### src/rtl/lsu_dm.sv
// rtl/lsu_dm.sv - load/store unit driving a req/ack data memory port
//
// Purpose: takes the ALU result as a byte address and RT as store data, runs one
// request/acknowledge transaction on the data memory port, and returns an aligned,
// extended load result. The PC is stalled while an operation is in flight.
//
// Ports:
//   clk, reset          core clock (rising edge), asynchronous active-low reset
//   req_*               load/store request from the core, held while stall=1
//   stall               combinational PC / register-file freeze
//   load_data/_valid    registered load result and its one-cycle update strobe
//   addr_err, bus_err   one-cycle error pulses (misaligned/illegal, timeout)
//   mem_*               data memory request/acknowledge port
module lsu_dm #(
  parameter int TIMEOUT = 16
) (
  input  logic        clk,
  input  logic        reset,
  input  logic        req_valid,
  input  logic        req_we,
  input  logic [1:0]  req_size,
  input  logic        req_unsigned,
  input  logic [31:0] req_addr,
  input  logic [31:0] req_wdata,
  output logic        stall,
  output logic [31:0] load_data,
  output logic        load_valid,
  output logic        addr_err,
  output logic        bus_err,
  output logic        mem_req,
  output logic        mem_we,
  output logic [29:0] mem_addr,
  output logic [3:0]  mem_be,
  output logic [31:0] mem_wdata,
  input  logic        mem_ack,
  input  logic [31:0] mem_rdata
);

  typedef enum logic [1:0] {IDLE, BUSY, DONE, ERR} state_t;

  // Last BUSY cycle index before the transaction is declared lost.
  localparam logic [7:0] LAST_CNT = 8'(TIMEOUT - 1);

  state_t      state_q, state_d;
  logic [7:0]  cnt_q, cnt_d;
  logic [1:0]  size_q, size_d;
  logic        uns_q, uns_d;
  logic [1:0]  lo_q, lo_d;
  logic        mem_req_q, mem_req_d;
  logic        mem_we_q, mem_we_d;
  logic [29:0] mem_addr_q, mem_addr_d;
  logic [3:0]  mem_be_q, mem_be_d;
  logic [31:0] mem_wdata_q, mem_wdata_d;
  logic [31:0] load_data_q, load_data_d;
  logic        load_valid_q, load_valid_d;
  logic        addr_err_q, addr_err_d;
  logic        bus_err_q, bus_err_d;

  logic        req_bad;
  logic [3:0]  req_be;
  logic [31:0] req_wrep;
  logic [7:0]  rd_byte;
  logic [15:0] rd_half;
  logic [31:0] rd_ext;

  // Request decode: alignment check, byte enables and lane replication.
  always_comb begin
    req_bad  = 1'b0;
    req_be   = 4'b1111;
    req_wrep = req_wdata;
    case (req_size)
      2'b00: begin
        req_be   = 4'b0001 << req_addr[1:0];
        req_wrep = {4{req_wdata[7:0]}};
      end
      2'b01: begin
        req_bad  = req_addr[0];
        req_be   = 4'b0011 << {req_addr[1], 1'b0};
        req_wrep = {2{req_wdata[15:0]}};
      end
      2'b10: begin
        req_bad  = |req_addr[1:0];
      end
      default: begin
        req_bad  = 1'b1;
      end
    endcase
  end

  // Load lane extraction uses the address bits latched at accept time.
  always_comb begin
    rd_byte = mem_rdata[{lo_q, 3'b000} +: 8];
    rd_half = mem_rdata[{lo_q[1], 4'b0000} +: 16];
    case (size_q)
      2'b00:   rd_ext = uns_q ? {24'h0, rd_byte} : {{24{rd_byte[7]}}, rd_byte};
      2'b01:   rd_ext = uns_q ? {16'h0, rd_half} : {{16{rd_half[15]}}, rd_half};
      default: rd_ext = mem_rdata;
    endcase
  end

  always_comb begin
    state_d      = state_q;
    cnt_d        = cnt_q;
    size_d       = size_q;
    uns_d        = uns_q;
    lo_d         = lo_q;
    mem_req_d    = mem_req_q;
    mem_we_d     = mem_we_q;
    mem_addr_d   = mem_addr_q;
    mem_be_d     = mem_be_q;
    mem_wdata_d  = mem_wdata_q;
    load_data_d  = load_data_q;
    load_valid_d = 1'b0;
    addr_err_d   = 1'b0;
    bus_err_d    = 1'b0;

    case (state_q)
      IDLE: begin
        if (req_valid) begin
          if (req_bad) begin
            addr_err_d = 1'b1;
            state_d    = ERR;
          end else begin
            size_d      = req_size;
            uns_d       = req_unsigned;
            lo_d        = req_addr[1:0];
            mem_we_d    = req_we;
            mem_addr_d  = req_addr[31:2];
            mem_be_d    = req_be;
            mem_wdata_d = req_wrep;
            mem_req_d   = 1'b1;
            cnt_d       = 8'd0;
            state_d     = BUSY;
          end
        end
      end
      BUSY: begin
        cnt_d = cnt_q + 8'd1;
        // Ack is tested first so an ack in the final allowed cycle still completes.
        if (mem_ack) begin
          mem_req_d = 1'b0;
          state_d   = DONE;
          if (!mem_we_q) begin
            load_data_d  = rd_ext;
            load_valid_d = 1'b1;
          end
        end else if (cnt_q == LAST_CNT) begin
          mem_req_d = 1'b0;
          bus_err_d = 1'b1;
          state_d   = ERR;
        end
      end
      // req_valid seen here still belongs to the instruction just finished.
      DONE:    state_d = IDLE;
      ERR:     state_d = IDLE;
      default: state_d = IDLE;
    endcase
  end

  always_ff @(posedge clk or negedge reset) begin
    if (!reset) begin
      state_q      <= IDLE;
      cnt_q        <= 8'd0;
      size_q       <= 2'b00;
      uns_q        <= 1'b0;
      lo_q         <= 2'b00;
      mem_req_q    <= 1'b0;
      mem_we_q     <= 1'b0;
      mem_addr_q   <= 30'h0;
      mem_be_q     <= 4'h0;
      mem_wdata_q  <= 32'h0;
      load_data_q  <= 32'h0;
      load_valid_q <= 1'b0;
      addr_err_q   <= 1'b0;
      bus_err_q    <= 1'b0;
    end else begin
      state_q      <= state_d;
      cnt_q        <= cnt_d;
      size_q       <= size_d;
      uns_q        <= uns_d;
      lo_q         <= lo_d;
      mem_req_q    <= mem_req_d;
      mem_we_q     <= mem_we_d;
      mem_addr_q   <= mem_addr_d;
      mem_be_q     <= mem_be_d;
      mem_wdata_q  <= mem_wdata_d;
      load_data_q  <= load_data_d;
      load_valid_q <= load_valid_d;
      addr_err_q   <= addr_err_d;
      bus_err_q    <= bus_err_d;
    end
  end

  assign stall      = ((state_q == IDLE) && req_valid) || (state_q == BUSY);
  assign load_data  = load_data_q;
  assign load_valid = load_valid_q;
  assign addr_err   = addr_err_q;
  assign bus_err    = bus_err_q;
  assign mem_req    = mem_req_q;
  assign mem_we     = mem_we_q;
  assign mem_addr   = mem_addr_q;
  assign mem_be     = mem_be_q;
  assign mem_wdata  = mem_wdata_q;

endmodule

### config.mk
export PLATFORM = sky130hd
export DESIGN_NAME = lsu_dm
export DESIGN_NICKNAME = d
export VERILOG_FILES = /design/src/rtl/lsu_dm.sv
export SDC_FILE = /design/constraint.sdc
export NUM_CORES = 1
export LEC_CHECK = 0
export CORE_MARGIN = 4
export CORE_UTILIZATION = 48
export DETAILED_ROUTE_END_ITERATION = 10
export GPL_ROUTABILITY_DRIVEN = 0
export PLACE_DENSITY = 0.86
export SLEW_MARGIN = 20
export SYNTH_ARGS = -nofsm -noshare
export SYNTH_HDL_FRONTEND = slang
export SYNTH_SLANG_ARGS = --single-unit
### constraint.sdc
create_clock -name clk -period 2.9 [get_ports clk]
set_clock_uncertainty 0.1 [all_clocks]
set_input_delay 0.29 -clock clk [delete_from_list [all_inputs] [get_ports clk]]
set_output_delay 0.29 -clock clk [all_outputs]
set_load 0.05 [all_outputs]
==> results.tsv <==
metric	value	unit
status	finished, final reports clean	
r2r-start	state_q[1]$_DFFE_PN0P_	
htree_levels	4	
critPathKind	register to primary output	
netlist.area_leader.share	53.6	%
post_cts_buffers	0	
cp.required	2.51	ns
grt_usage	26.4	%
start_util	49.9	%
die_w	115	um
stdcell_count	950	
crit_chain	nor2_1 > clkdlybuf4s50_1	
clk_path_buf_depth	2	
core_area	11000	um2
syn_avg_cell_area	9.20	um2
crit_path_end_kind	primary output	
syn_nets	703	
fin_setup_tns	0	ns
netlist_top_cells_area	dfrtp_1 54%, nand2_1 13%, mux2i_1 7.1%	
syn_to_final_growth	51.1	%
viasPerCell	5.59	
synth_top_flop_cell	dfrtp_1	
die_y	115	um
setup_viol	0	
synth.most_common_cell	nand2_1	
hold_path_class	primary input to async pin	
min_period	2.35	ns
synth-edff-count	0	
synth_seq_cells	118	
yosys_warnings	0	
die_area	13200	um2
grt_max_degree	83	
first_global_vias	5427	
power	10.6	mW
ant_nets	0	
final_hold_viol_count	0	
fin_crit_sh	80.9	%
drtIter0Drc	484	
numCtsBuffers	17	
portBuffers	207	
worstSkewPairLatency	0.41	ns
antenna_found_initial	0	
tightest_slew	0.900	ns
cp_slowest_cell	clkdlybuf4s50_1	
antennaDiodeCount	0	
p_per_area	1280	nW/um2
cap_violations	0	
tritoncts	yes	
rsz0062_at_grt	no	
startpoint	state_q[1]$_DFFE_PN0P_	
cts.clk_slew.worst_paths	0.05	ns
power.internal	5.59	mW
postCtsResizedCells	0	
num_vias	5306	
ioPinCount	208	
power_leakage	3.77	nW
dr.pass1.iters	6	
drive_gt1_share	6.79	%
placed_area	7710	um2
design_area	8310	um2
p_sw	5.03	mW
arrival	1.96	ns
cts_root_buf	clkbuf_16	
ys_seq_area_share	53.6	%
start_kind	register	
ir_worst_vdd	925	uV
drc	0	
nNetsFinal	902	
synth_top_area_cell	dfrtp_1	
grt_pass1_wl	27300	um
p_clk_share	19.5	%
netlist_area	5500	um2
slowest_delay	0.81	ns
fillCellCount	781	
synth_cell_type_count	50	
slew_viol_final	0	
syn_inst	598	
swShare	47.4	%
async_flop_share	100	%
route.final.wire_length	17200	um
num_rows	38	
dp_cells	917	
grt.overflow.total	0	
cts_sinks	118	
wl_per_cell	18.1	um
critPathMaxFanout	19	
synthTopCellsByCount	188 x nand2_1, 118 x dfrtp_1, 39 x mux2i_1	
seqPwrFrac	27.1	%
hpwl	12300	um
slew_headroom	39.8	%
fmax	426	MHz
combPwrFrac	53.3	%
cell families after synthesis:
family                     synth area share, %
and+or+nand+nor                           21.8
DFF                                       53.6
AOI/OAI and AO/OA                         12.5
buffers and inverters                     3.96
muxes                                     7.71
xor gates and xnor gates                 0.159
adders and majority gates                0.227
routing by layer:
metal  global-route usage, %  vias up  share of wire [%]
met5                       0        -                  0
met1                    30.4     2506                 37
met4                    12.1        0                3.2
met3                    11.2       46                 12
li1                        -     2460                  -
met2                    42.7      294                 49
power by group through the flow:
stage / sequential, mW / clock (mW) / combinational, mW
3_5_place_dp: 2.89 / 0 / 5.65
5_1_grt: 2.98 / 2.20 / 5.97
2_1_floorplan: 5.08 / 0 / 1.41
4_1_cts: 2.88 / 2.10 / 5.69
6_report: 2.88 / 2.07 / 5.66
3_3_place_gp: 2.86 / 0 / 5.53
flip-flops by register name (all words and copies together), names as in the netlist, 2 cells and up:
register	count
state_q	2
mem_addr	30
mem_wdata	32
load_data	32
cnt_q	8
lo_q	2
size_q	2
mem_be	4
timing repair:
action                                 CTS  global route
hold buffers                             1             0
endpoints found under the hold margin   36             0
setup endpoints to repair                0             0
final timing paths:
kind	endpoint	slack, ns	depth (start not counted)
max reg2reg	load_data[10]$_DFFE_PN0P_	0.74	5
max	stall	0.55	2
min	load_data[0]$_DFFE_PN0P_	0.30	2
min in group clk	mem_addr[23]$_DFFE_PN0P_	0.31	3
min reg2reg	mem_addr[9]$_DFFE_PN0P_	0.37	2
max in group asynchronous	mem_addr[15]$_DFFE_PN0P_	1.59	3
worst max-delay path: cells and delay by family, from the launching register on:
family | cells | cell delay, ns
simple gates | 1 | 0.17
flops | 1 | 0.56
buf+inv | 1 | 0.81
layout make-up:
type / instances / area [um2] / area share [%]
sequential: 118 / 2950 / 35.5
multi-input combinational: 432 / 2350 / 28.3
timing repair buffer: 221 / 2210 / 26.6
clock buffer: 20 / 467 / 5.61
tap: 140 / 175 / 2.11
clock inverter: 12 / 126 / 1.52
inverter: 7 / 26.3 / 0.316
through the flow:
stage               worst slack [ns]  utilization [%]  hold WS (ns)
finish                         0.554             75.4         0.302
global placement               0.443             69.9         0.186
floorplan                       1.17                -        -0.106
CTS                            0.545             75.4         0.291
global route                   0.477             75.4         0.303
detailed placement             0.352             69.9         0.193
cells in the final DEF (no fill, tap or decap), types with 3 or more instances in the layout:
| cell | synthesis | final |
|---|---|---|
| a22oi_1 | 7 | 7 |
| o21ai_0 | 36 | 36 |
| o22a_1 | 8 | 8 |
| mux2i_1 | 39 | 39 |
| clkinv_2 | 0 | 4 |
| dfrtp_1 | 118 | 118 |
| clkinvlp_4 | 0 | 5 |
| nand2b_1 | 3 | 3 |
| buf_12 | 0 | 3 |
| o221ai_1 | 7 | 7 |
| a32oi_1 | 3 | 3 |
| clkdlybuf4s50_1 | 0 | 206 |
| clkbuf_16 | 0 | 17 |
| nor4_1 | 3 | 3 |
| inv_1 | 6 | 6 |
| or3_1 | 7 | 7 |
| buf_4 | 2 | 11 |
| a21oi_1 | 25 | 25 |
| or4_1 | 3 | 3 |
| nor2_1 | 29 | 29 |
| nand3_1 | 34 | 34 |
| a31oi_1 | 7 | 7 |
| nor3_1 | 4 | 4 |
| nand2_1 | 188 | 188 |
| clkbuf_8 | 0 | 3 |
Note: power is estimated with default switching activity, not from simulation.
